`src/rtl/instr_queue.sv`:
```
// Instruction queue between fetch and decode: buffers 32-bit fetch words and
// hands decode one 16-bit SuperH instruction per handshake, big-endian half first.
module instr_queue #(
  parameter int unsigned REG_WIDTH = 32,
  parameter int unsigned DEPTH     = 4
) (
  input  logic                       clk,
  input  logic                       n_reset,
  input  logic                       flush,
  input  logic                       in_valid,
  input  logic [REG_WIDTH-1:0]       in_pc,
  input  logic [31:0]                in_word,
  output logic                       in_ready,
  output logic                       out_valid,
  output logic [15:0]                out_instr,
  output logic [REG_WIDTH-1:0]       out_pc,
  input  logic                       out_ready,
  output logic [$clog2(DEPTH):0]     count
);

  localparam int unsigned PtrW = $clog2(DEPTH);
  localparam int unsigned CntW = PtrW + 1;

  logic [31:0]          word_q  [DEPTH];
  logic [REG_WIDTH-3:0] pcw_q   [DEPTH];
  logic                 start_q [DEPTH];

  logic [PtrW-1:0] wp_q, wp_d;
  logic [PtrW-1:0] rp_q, rp_d;
  logic [CntW-1:0] count_q, count_d;
  logic            lo_sel_q, lo_sel_d;

  logic push;
  logic pop;
  logic retire;
  logic sel;

  // Only bit 1 of the PC selects a half; bit 0 carries no information.
  logic unused_pc0;
  assign unused_pc0 = in_pc[0];

  assign in_ready  = (count_q < CntW'(DEPTH));
  assign out_valid = (count_q != '0);
  assign count     = count_q;

  assign sel       = start_q[rp_q] | lo_sel_q;
  assign out_instr = sel ? word_q[rp_q][15:0] : word_q[rp_q][31:16];
  assign out_pc    = {pcw_q[rp_q], sel, 1'b0};

  assign push   = in_valid & in_ready & ~flush;
  assign pop    = out_valid & out_ready & ~flush;
  assign retire = pop & sel;

  always_comb begin
    wp_d     = wp_q;
    rp_d     = rp_q;
    count_d  = count_q;
    lo_sel_d = lo_sel_q;
    if (flush) begin
      wp_d     = '0;
      rp_d     = '0;
      count_d  = '0;
      lo_sel_d = 1'b0;
    end else begin
      if (push) begin
        wp_d = wp_q + PtrW'(1);
      end
      if (pop) begin
        if (sel) begin
          rp_d     = rp_q + PtrW'(1);
          lo_sel_d = 1'b0;
        end else begin
          lo_sel_d = 1'b1;
        end
      end
      unique case ({push, retire})
        2'b10:   count_d = count_q + CntW'(1);
        2'b01:   count_d = count_q - CntW'(1);
        default: count_d = count_q;
      endcase
    end
  end

  always_ff @(posedge clk or negedge n_reset) begin
    if (!n_reset) begin
      wp_q     <= '0;
      rp_q     <= '0;
      count_q  <= '0;
      lo_sel_q <= 1'b0;
    end else begin
      wp_q     <= wp_d;
      rp_q     <= rp_d;
      count_q  <= count_d;
      lo_sel_q <= lo_sel_d;
    end
  end

  // Storage is deliberately left unreset; out_valid masks stale contents.
  always_ff @(posedge clk) begin
    if (push) begin
      word_q[wp_q]  <= in_word;
      pcw_q[wp_q]   <= in_pc[REG_WIDTH-1:2];
      start_q[wp_q] <= in_pc[1];
    end
  end

endmodule

```
`config.mk`:
```
export PLATFORM = sky130hd
export DESIGN_NAME = instr_queue
export DESIGN_NICKNAME = d
export VERILOG_FILES = /design/src/rtl/instr_queue.sv
export SDC_FILE = /design/constraint.sdc
export NUM_CORES = 1
export LEC_CHECK = 0
export ABC_CLOCK_PERIOD_IN_PS = 2900
export CORE_MARGIN = 3
export CORE_UTILIZATION = 40
export DETAILED_ROUTE_END_ITERATION = 10
export PLACE_DENSITY = 0.6
export REMOVE_ABC_BUFFERS = 1
export SYNTH_ARGS = -nofsm -noshare
export SYNTH_HDL_FRONTEND = slang
export SYNTH_SLANG_ARGS = --single-unit
```
`constraint.sdc`:
```
create_clock -name clk -period 2.9 [get_ports clk]
set_input_delay 0.58 -clock clk [delete_from_list [all_inputs] [get_ports clk]]
set_output_delay 0.58 -clock clk [all_outputs]
set_load 0.01 [all_outputs]
```
### Word level (Yosys, flattened, before mapping)

Memory sizes are Yosys's and may differ from the RTL's.
Cells that the tools add are included.

* flip-flop bits (word level): 8
* bits in writable memories: 252
* output and inout port bits: 53
* memories kept: 3

Memory list
* word_q: depth 4, bits a word 32, rd ports 1, clocked after Yosys merged registers in 0, write ports 1, RTL line 24 `logic [31:0] word_q [DEPTH];`
* pcw_q: depth 4, bits a word 30, rd ports 1, clocked after Yosys merged registers in 0, write ports 1, RTL line 25 `logic [REG_WIDTH-3:0] pcw_q [DEPTH];`
* start_q: depth 4, bits a word 1, rd ports 1, clocked after Yosys merged registers in 0, write ports 1, RTL line 26 `logic start_q [DEPTH];`

* add/subtract/negate cells: 4
* $lt $le $gt $ge: 1
* equal/unequal tests: 2
* multiplexer cells: 13
* bitwise gates (word level): 7
* reductions and logical operators: 6

Operator list (count)
* 2-to-1 mux 16 bit: 1
* 2-to-1 mux 2 bit: 5
* case mux 3 bit (2 select lines): 1
* nonzero test 2 bit: 3
* nonzero test 3 bit: 2
* AND 1 bit: 5
* 2-to-1 mux 1 bit: 5
* adder 2 x 1 -> 2 bit (second input constant): 2
* adder 3 x 1 -> 3 bit (second input constant): 1
* < comparator 3 bit (second input constant): 1
* 2-to-1 mux 3 bit: 1
* subtractor 3 x 1 -> 3 bit (second input constant): 1
* == test 2 x 1 -> 1 bit (second input constant): 1
* == test 2 bit (second input constant): 1
* AND reduction 2 bit: 1
* NOT 1 bit: 1
* bitwise OR 1 bit: 1

### Depth between registers and ports, before layout

Gate-level depths: netlist of run 1.

* depth in word-level cells: 7
* gate-level depth with buffers: 9

### Worst setup path after synthesis of run 1

No wires, ideal clock.

* kind: input port to flip-flop
* start point: input port flush
* end point: memory pcw_q[0][0] (netlist name) (enable)
* library setup time: 0.428 ns
* arrival: 2.439 ns
* path slack: 0.034 ns
* cell stages on the path: 3
* cell sequence: clkbuf_1 -> nor2_1 -> and2_1

* cells in the longest elaborated chain, start to end: 4

Ends and longest elaborated chain
* start, declared: RTL line 9 `input logic flush,`
* NOT 1 bit: RTL line 50 `assign push = in_valid & in_ready & ~flush;`
* AND 1 bit: RTL line 50
* 2-to-1 mux 1 bit: RTL line 100 `if (push) begin`
* 2-to-1 mux 1 bit (not written as such): RTL line 102 `pcw_q[wp_q] <= in_pc[REG_WIDTH-1:2];`
* end, declared: RTL line 25

No other way between the ends.

### Worst setup path after layout of run 1

* start point: register rp_q[1]
* end point: output port out_instr[10]

* cells in the longest elaborated chain, start to end: 3

Ends and longest elaborated chain
* start, declared: RTL line 29 `logic [PtrW-1:0] rp_q, rp_d;`
* start signal, assigned: RTL line 92 `rp_q <= rp_d;`
* memory (4 x 1 bit)
* bitwise OR 1 bit: RTL line 46 `assign sel = start_q[rp_q] | lo_sel_q;`
* 2-to-1 mux 16 bit *: RTL line 47 `assign out_instr = sel ? word_q[rp_q][15:0] : word_q[rp_q][31:16];`
* end, declared: RTL line 15 `output logic [15:0] out_instr,`

Every way passes the cells marked *; elsewhere a longest branch is shown, timed or not.

==> results.md, run 1 <==
* Status: finished, final reports clean
* Critical-path top delay cell: dfrtp_4
* Count of input and output buffers at 119
* GRT Util Overall at 15.2%
* Core Rows at 56
* Switching pwr at 2.74 mW
* Clock transition at path regs at 60 ps
* CP required at 2320 ps
* Commonest non-fill, non-tap cells in the layout: edfxtp_1, clkdlybuf4s50_1, mux4_2
* CTS tree: built
* Leak at 4.11 nW
* Sequential share of power at 42.6%
* Fin cells at 941
* Wirelength per Cell at 21.7 um
* Worst hold slack at 367 ps
* Clk_lat worst skew at 510 ps
* Detail Route Antenna Nets at 0
* Via count at 4946
* Core ar. at 23800 um^2
* Worst setup SP type: register
* Fin Setup TNS at 0 ps
* Critical path's top delay family: flip-flops
* Bufs on Longest Clock Path at 3
* Fmax achieved at 347 MHz
* Chip height at 163 um
* Final WS setup at 18.2 ps
* Yosys cell types at 42
* Die ar. at 26400 um^2
* Syn avg cell area at 22.1 um^2
* RSZ-0062 raised after global routing: true
* Clock share of power at 31.1%
* WP data arrival at 2300 ps
* Setup violations, final at 0
* Total grt overflow at 0
* Hold-fix buffers at CTS at 0
* CP endpoint kind: output pin
* Die X-Extent at 163 um
* H-tree levels at 1
* Initial antenna violation count at 1
* DR pass1 iterations at 4
* Global-route wire length before repair at 30.9 mm
* DRC Markers at 0
* DP HPWL at 11.2 mm
* Final clock skew at 13.7 ps
* Initial drt markers at 297
* Root buffer cell: clkbuf_16
* Layout Nets at 675
* Fin util at 53.8%
* Cells after Synth at 444
* Hold WC Path Type: in2async
* Pin count of the biggest net entering global routing at 64
* Crit path max fanout at 6
* Hold Violations, Final at 0
* Final Max Slew Viols at 0
* Final worst path period need at 2880 ps
* Max incr delay on CP at 510 ps
* Final WL at 20.4 mm
* WS Path Type: reg2out
* Power Density at 819 nW/um^2
* Num CTS Buffers at 26
* Vias per cell at 5.26
* Critical path cell sequence: mux2_4, o22ai_4, buf_6, clkbuf_16, o221ai_2, a2bb2oi_2, buf_2
* Placed cells at 875
* Vias in the first global route at 5340
* # Max-Cap Violations at 0
* Layout area overhead at 30.7%
* Commonest non-fill, non-tap cell in the layout: edfxtp_1
* P_int at 7.76 mW
* Mapped Area at 9810 um^2
* CP bufs+invs at 3
* Routability cong. at 0.713
* Sequential share of the synthesized area at 79.2%
* Clock Sinks at 260
* DP Worst Slack at 16.3 ps
* Num ports at 122
* Syn. warnings at 0
* Share of cells above drive strength 1 at 30.4%
* Fin crit share at 99.4%
* Synth Register Bits at 260
* Net Sw Frac at 26.1%
* Logic pwr share at 26.3%
* Worst VDD drop at 424 uV
* Initial Utilization at 41.2%
==> Yosys cell counts <==
cell type / number / area share (%)
buf_1: 3 / 0.11
nand3_1: 3 / 0.15
a41oi_1: 1 / 0.089
inv_2: 1 / 0.038
or3_1: 1 / 0.064
clkinv_1: 1 / 0.038
a211oi_1: 1 / 0.077
or2_2: 2 / 0.13
mux2_2: 2 / 0.23
clkbuf_1: 7 / 0.27
a21oi_1: 2 / 0.10
o31ai_2: 1 / 0.13
o211ai_1: 1 / 0.077
edfxtp_1: 252 / 77
o21ai_0: 2 / 0.10
nor2b_1: 4 / 0.25
o221ai_1: 32 / 2.9
mux2i_1: 2 / 0.20
and2_1: 4 / 0.25
ha_1: 4 / 0.51
buf_6: 2 / 0.23
o31a_1: 1 / 0.089
a211oi_2: 1 / 0.13
nor4_1: 1 / 0.064
nand2_1: 5 / 0.19
o32ai_1: 1 / 0.089
mux4_2: 46 / 11
nand2b_1: 4 / 0.25
a2bb2oi_1: 16 / 1.4
inv_1: 3 / 0.11
fa_1: 1 / 0.20
dfrtp_1: 8 / 2.0
xnor2_1: 1 / 0.089
mux2_4: 1 / 0.15
mux2_1: 1 / 0.11
nor2_1: 7 / 0.27
buf_2: 11 / 0.56
or4b_1: 1 / 0.10
buf_4: 4 / 0.31
o22ai_2: 1 / 0.13
nor3_1: 1 / 0.051
conb_1: 1 / 0.038
==> layout make-up <==
class                           instances  area, um^2
Antenna cell                            1        2.50
Multi-Input combinational cell        152        2130
Clock buffer                           28         679
Tap cell                              319         399
Sequential cell                       260        7770
Timing Repair Buffer                  156        1650
Clock inverter                         20         171
Fill cell                            1895       11000
Inverter                                5        21.3
==> metrics by stage <==
| step | power, mW | area (um^2) |
|---|---|---|
| after floorplan | 5.70 | 9670 |
| after global placement | 6.97 | 11500 |
| after detailed placement | 7.01 | 11500 |
| after CTS | 10.3 | 12600 |
| after global routing | 10.9 | 12800 |
| final | 10.5 | 12800 |
==> layer usage <==
metal / track usage (%) / vias to the layer above / part of all wire, %
li1: - / 2216 / -
met1: 20.8 / 2562 / 42
met2: 25.7 / 148 / 51
met3: 2.19 / 20 / 5.3
met4: 4.34 / 0 / 1.7
met5: 0 / - / 0
==> cell families after synthesis <==
family | after synthesis | share of synthesized area, %
AO/OA/AOI/OAI | 60 | 5.29
XOR/XNOR | 1 | 0.0893
multiplexers | 52 | 11.3
buffers and inverters | 32 | 1.67
AND/OR/NAND/NOR | 33 | 1.78
flip-flops | 260 | 79.2
adder cells (fa/ha/maj) | 5 | 0.714
other | 1 | 0.0382
==> what timing repair did <==
action	CTS	global route
resized for setup	103	37
setup endpoints to repair	47	30
pin swaps	1	16
cloned	2	2
buffers inserted	8	5
==> worst paths after layout <==
check | from | endpoint | slack, ps | depth (start not counted)
max | rp_q[1] | out_instr[10] | 20 | 7
min in group clk | wp_q[1] | wp_q[1] | 580 | 2
max in group asynchronous | n_reset | rp_q[1] | 2200 | 1
max reg2reg | rp_q[1] | count[2] | 330 | 10
min reg2reg | wp_q[1] | wp_q[1] | 580 | 2
min | n_reset | count[0] | 370 | 1
==> worst register-to-register path, stage by stage (launching register included) <==
cell and delay, ps:
dfrtp_4 510, mux2_4 330, o22ai_4 220, buf_12 170, buf_8 130, buf_4 130
nor4_1 60, fa_1 430, nor3_1 210, nand3_1 90, a41oi_1 200
==> power groups by stage <==
| stage | logic [mW] | registers [mW] | clock network [mW] |
|---|---|---|---|
| CTS | 2.53 | 4.46 | 3.34 |
| finish | 2.76 | 4.47 | 3.27 |
| floorplan | 1.09 | 4.61 | 0 |
| global placement | 2.45 | 4.52 | 0 |
| detailed placement | 2.47 | 4.54 | 0 |
| global route | 2.96 | 4.49 | 3.49 |
==> state kept, by name, summed over array words and instances (netlist names) <==
register	count
count	3
lo_sel_q	1
pcw_q	120
rp_q	2
start_q	4
word_q	128
wp_q	2
(Power assumes the default switching activity.)
==> run 2, diff against run 1 <==
PLACE_DENSITY = unset   (was 0.6)
PLACE_DENSITY_LB_ADDON = 0.12   (was unset)
==> run 2 against run 1 <==
  * Non-clock buffer count is the same
  * Sequential share of layout area grew 0.20 points
  * Combinational power shrank 3%
  * Utilization shrank 0.18 points
  * Clock skew shrank 7.4 ps
  * Critical endpoint unchanged
  * Largest cell class unchanged
==> results.md, run 2 (synthesized netlist as in run 1, its figures left out) <==
* Number of inserted diodes at 0 (-1)
* Vias per cell at 5.25 (-0.18%)
* CP required at 2320 ps (about the same)
* Fillers at 1903 (+0.42%)
* P_int at 7.77 mW (+0.17%)
* Reg with most FFs: word_q
* Wirelength per Cell at 21.8 um (+0.50%)
* GRT Util Overall at 15.5% (+0.29 points)
* Final WL at 20.5 mm (+0.50%)
* Final Max Slew Viols at 0 (unchanged)
* Clk_lat worst skew at 510 ps (about the same)
* Pin count of the biggest net entering global routing at 43 (-33%)
* Final worst path period need at 2900 ps (+15.3 ps)
* Bufs on Longest Clock Path at 3 (unchanged)
* Global-route wire length before repair at 31.3 mm (+1.5%)
* Die X-Extent at 163 um (unchanged)
* Layout Nets at 676 (+0.15%)
* Detail Route Antenna Nets at 0 (unchanged)
* Power Density at 819 nW/um^2 (about the same)
* DRC Markers at 0 (unchanged)
* Clock Sinks at 260 (unchanged)
* DP Worst Slack at 53.6 ps (+37.3 ps)
* DP HPWL at 11.9 mm (+7.0%)
* Hold Violations, Final at 0 (unchanged)
* Max incr delay on CP at 520 ps (about the same)
* WS Path Type: reg2out
* Fin crit share at 99.9% (+0.53 points)
* Fmax achieved at 345 MHz (-0.53%)
* Final clock skew at 6.29 ps (-7.43 ps)
* # Max-Cap Violations at 0 (unchanged)
* Max FFs per register at 128 (unchanged)
* Setup violations, final at 0 (unchanged)
* Critical path cell sequence: mux2_4, o22ai_4, buf_12, o221ai_1, a2bb2oi_2, buf_2
* Post-route cell area at 12800 um^2 (-0.33%)
* Final WS setup at 2.84 ps (-15.3 ps)
* Clock transition at path regs at 60 ps (about the same)
* Via count at 4937 (-0.18%)
* Count of input and output buffers at 119 (unchanged)
* Num CTS Buffers at 27 (+3.8%)
* Die ar. at 26400 um^2 (unchanged)
* Core ar. at 23800 um^2 (unchanged)
* Switching pwr at 2.70 mW (-1.6%)
* Commonest non-fill, non-tap cells in the layout: edfxtp_1, clkdlybuf4s50_1, mux4_2
* Worst setup SP type: register
* Critical-path top delay cell: dfrtp_4
* Status: finished, final reports clean
* Commonest non-fill, non-tap cell in the layout: edfxtp_1
* Initial antenna violation count at 0 (-1)
* Clock share of power at 31.8% (+0.7 points)
* Biggest regs: word_q: 128 flops, pcw_q: 120 flops, start_q: 4 flops
* Core Rows at 56 (unchanged)
* Vias in the first global route at 5370 (+0.56%)
* H-tree levels at 1 (unchanged)
* Hold-fix buffers at CTS at 0 (unchanged)
* Routability cong. at 0.723 (+1.5%)
* CTS tree: built
* Fin Setup TNS at 0 ps (unchanged)
* Fin cells at 941 (unchanged)
* Critical path's top delay family: compound AO/OA/AOI/OAI gates
* CP bufs+invs at 2 (-1)
* Hold WC Path Type: in2async
* Logic pwr share at 25.5% (-0.8 points)
* Worst VDD drop at 392 uV (-7.5%)
* Leak at 4.13 nW (+0.58%)
* Share of cells above drive strength 1 at 28.5% (-2.0 points)
* Sequential share of power at 42.6% (about the same)
* CP endpoint kind: output pin
* DR pass1 iterations at 4 (unchanged)
* Total grt overflow at 0 (unchanged)
* Placed cells at 881 (+0.69%)
* Root buffer cell: clkbuf_16
* Net Sw Frac at 25.8% (-0.34 points)
* Post-Place Cell Area at 11600 um^2 (+0.72%)
* Crit path max fanout at 7 (+1)
* WP data arrival at 2320 ps (+20 ps)
* Chip height at 163 um (unchanged)
* Num ports at 122 (unchanged)
* Initial Utilization at 41.2% (unchanged)
* Layout area overhead at 30.3%
* Initial drt markers at 421 (+42%)
* RSZ-0062 raised after global routing: true
## run 2: changes by cell type in the layout (fill, tap and decap cells not counted), moves of 2 or more
cell | previous run | this run
clkinvlp_4 | 2 | 0
o221ai_2 | 24 | 14
a2bb2oi_1 | 4 | 6
clkinv_1 | 11 | 4
clkbuf_1 | 1 | 10
buf_12 | 13 | 17
dlymetal6s2s_1 | 0 | 2
o221ai_1 | 8 | 17
a2bb2oi_2 | 12 | 10
clkbuf_16 | 30 | 28
clkbuf_8 | 0 | 2
## run 2: per-stage QoR
stage	hold slack, ps	total power, mW	util [%]
2_1_floorplan	284	5.70	-
3_3_place_gp	581	7.03	48.8
3_5_place_dp	583	7.06	48.8
4_1_cts	356	10.5	53.1
5_1_grt	382	10.9	53.7
6_report	372	10.5	53.7
## run 2: power by group through the flow
stage / sequential (mW) / combinational [mW] / clock, mW
finish: 4.47 / 2.67 / 3.33
CTS: 4.47 / 2.64 / 3.42
global placement: 4.52 / 2.51 / 0
global route: 4.48 / 2.86 / 3.58
detailed placement: 4.54 / 2.52 / 0
floorplan: 4.61 / 1.09 / 0
## run 2: layout make-up
type | instances | area, um^2 | share of cell area [%]
clock inverters | 10 | 121 | 0.949
well taps | 319 | 399 | 3.12
multi-input cells | 152 | 2080 | 16.3
flip-flops and latches | 260 | 7770 | 60.8
clock buffers | 39 | 741 | 5.79
inverters | 5 | 21.3 | 0.166
repair buffers | 156 | 1650 | 12.9
## run 2: worst paths after layout
kind                       startpoint             to  slack (ps)  cells past startpoint
setup / recovery              rp_q[1]  out_instr[10]           3                      6
hold / removal                n_reset       count[1]         370                      1
setup reg to reg              rp_q[1]       count[2]         310                     10
hold reg to reg               wp_q[1]        wp_q[1]         580                      2
max in group asynchronous     n_reset        rp_q[1]        2190                      1
min in group clk              wp_q[1]        wp_q[1]         580                      2
## run 2: routing by layer
| metal | track usage [%] | vias to the layer above | wire length [um] |
|---|---|---|---|
| li1 | - | 2212 | - |
| met4 | 3.42 | 0 | 284 |
| met5 | 0 | - | 0 |
| met3 | 2.67 | 25 | 984 |
| met1 | 21.3 | 2577 | 9060 |
| met2 | 26.3 | 123 | 10200 |
## run 2: worst reg2reg max path, delay by kind of cell, from the launching register on
kind	cells	cell delay (ps)
simple gates	3	370
fa+ha+maj	1	440
flops	1	520
compound gates	2	480
buf+inv	3	360
mux	1	340
## run 2: timing repair
| item | CTS | global route |
|---|---|---|
| pin swaps | 11 | 15 |
| gates cloned | 2 | 1 |
| endpoints found under the setup margin | 47 | 32 |
| buffers inserted | 8 | 2 |
| gates resized for setup | 104 | 23 |
==> run 3, diff against run 2 <==
CTS_CLUSTER_DIAMETER = 50   (was unset)
SLEW_MARGIN = 20   (was unset)
==> run 3 against run 2 <==
  * Utilization decreased by 0.14 points
  * Global-route usage about the same
  * Sequential share of layout area increased by 0.16 points
  * Largest power group unchanged
==> results.md, run 3 (synthesized netlist as in run 1, its figures left out) <==
* Status: finished, final reports clean
* H-tree levels at 1 (unchanged)
* GRT Util Overall at 15.5% (-0.020 points)
* CTS tree: built
* Commonest non-fill, non-tap cell in the layout: edfxtp_1
* DRC Markers at 0 (unchanged)
* Total grt overflow at 0 (unchanged)
* Leak at 4.18 nW (+1.1%)
* DR pass1 iterations at 4 (unchanged)
* Core Rows at 56 (unchanged)
* Die ar. at 26400 um^2 (unchanged)
* Pin count of the biggest net entering global routing at 43 (unchanged)
* Hold WC Path Type: in2async
* # Max-Cap Violations at 0 (unchanged)
* Chip height at 163 um (unchanged)
* Clock Sinks at 260 (unchanged)
* Fin crit share at 99.8% (-0.14 points)
* CP endpoint kind: output pin
* Vias in the first global route at 5377 (+0.13%)
* Detail Route Antenna Nets at 0 (unchanged)
* Wirelength per Cell at 21.6 um (-0.88%)
* Hold-fix buffers at CTS at 0 (unchanged)
* Vias per cell at 5.24 (-0.18%)
* Worst VDD drop at 342 uV (-13%)
* DP HPWL at 11.9 mm (unchanged)
* Core ar. at 23800 um^2 (unchanged)
* Final Max Slew Viols at 0 (unchanged)
* Initial Utilization at 41.2% (unchanged)
* Final clock skew at 7.21 ps (+0.924 ps)
* Share of cells above drive strength 1 at 27.8% (-0.64 points)
* Power Density at 812 nW/um^2 (-0.85%)
* Final worst path period need at 2890 ps (-4.19 ps)
* Clk_lat worst skew at 510 ps (about the same)
* Routability cong. at 0.723 (unchanged)
* Hold Violations, Final at 0 (unchanged)
* DP Worst Slack at 53.6 ps (unchanged)
* Num CTS Buffers at 27 (unchanged)
* WS Path Type: reg2out
* Number of inserted diodes at 0 (unchanged)
* Final total power at 10.4 mW (-1.1%)
* WP data arrival at 2310 ps (about the same)
* Biggest regs: word_q: 128 flops, pcw_q: 120 flops, start_q: 4 flops
* Final WS setup at 7.03 ps (+4.19 ps)
* Via count at 4928 (-0.18%)
* Max FFs per register at 128 (unchanged)
* Count of input and output buffers at 119 (unchanged)
* RSZ-0062 raised after global routing: true
* Clock transition at path regs at 60 ps (about the same)
* Worst setup SP type: register
* Initial antenna violation count at 0 (unchanged)
* Initial drt markers at 334 (-21%)
* Layout area overhead at 29.9%
* Crit path max fanout at 7 (unchanged)
* Die X-Extent at 163 um (unchanged)
* Setup violations, final at 0 (unchanged)
* Root buffer cell: clkbuf_16
* Num ports at 122 (unchanged)
* Global-route wire length before repair at 31.2 mm (-0.33%)
* Reg with most FFs: word_q
* Layout Nets at 676 (unchanged)
* Commonest non-fill, non-tap cells in the layout: edfxtp_1, clkdlybuf4s50_1, mux4_2
* CP required at 2320 ps (about the same)
* Bufs on Longest Clock Path at 3 (unchanged)
* Final WL at 20.3 mm (-0.88%)
* Fmax achieved at 346 MHz (+0.14%)
-- run 3: cell types whose count changed in the layout (fill, tap and decap cells not counted), sizes merged --
cell / before / now
buf: 52 / 53
clkbuf: 40 / 33
clkdlybuf4s50: 86 / 77
clkinv: 8 / 13
clkinvlp: 0 / 1
dlymetal6s2s: 2 / 11
-- run 3: cell type report --
class,count,area [um^2]
Fill cell,1912,11100
Tap cell,319,399
Clock buffer,33,698
Timing Repair Buffer,156,1650
Inverter,5,21.3
Sequential cell,260,7770
Clock inverter,16,149
Multi-Input combinational cell,152,2060
-- run 3: worst max-delay path, stage by stage, from the launching register on --
cell and delay, ps:
dfrtp_4 520, mux2_4 340, o22ai_4 290, buf_12 180, o221ai_1 130, a2bb2oi_2 180
buf_2 150
-- run 3: stage by stage --
stage / setup TNS (ps) / hold WS (ps) / cell area, um^2 / instances / util [%]
final: 0 / 370 / 12800 / 941 / 53.5
after detailed placement: 0 / 583 / 11600 / 881 / 48.8
after global placement: 0 / 581 / 11600 / 881 / 48.8
after CTS: -989 / 357 / 12600 / 940 / 53.0
after floorplan: -20170 / 284 / 9670 / 417 / -
after global routing: -619 / 384 / 12800 / 941 / 53.5
-- run 3: routing by layer --
metal | global-route usage (%) | vias up | share of wire [%]
li1 | - | 2214 | -
met1 | 21.2 | 2542 | 42
met2 | 26.2 | 148 | 50
met3 | 2.77 | 24 | 6.3
met4 | 3.46 | 0 | 1.4
met5 | 0 | - | 0
-- run 3: report_power, final --
| part | switching (mW) | internal (mW) | total [mW] |
|---|---|---|---|
| registers | 0.102 | 4.36 | 4.47 |
| logic | 1.27 | 1.35 | 2.61 |
| clock network | 1.31 | 1.96 | 3.27 |
-- run 3: worst paths after layout --
kind,start,depth (start not counted),slack [ps],endpoint
max,rp_q[1],6,7,out_instr[10]
min,n_reset,1,370,count[2]
max reg2reg,rp_q[1],9,380,count[2]
min reg2reg,wp_q[1],2,580,wp_q[1]
max in group asynchronous,n_reset,1,2200,rp_q[1]
min in group clk,wp_q[1],2,580,wp_q[1]
-- run 3: timing repair --
item / 4_1_cts / 5_1_grt
gates resized for setup: 104 / 28
buffers inserted: 8 / 4
endpoints found under the setup margin: 47 / 32
endpoints found under the hold margin: 0 / 0
pin swaps: 11 / 16
cloned: 2 / 0
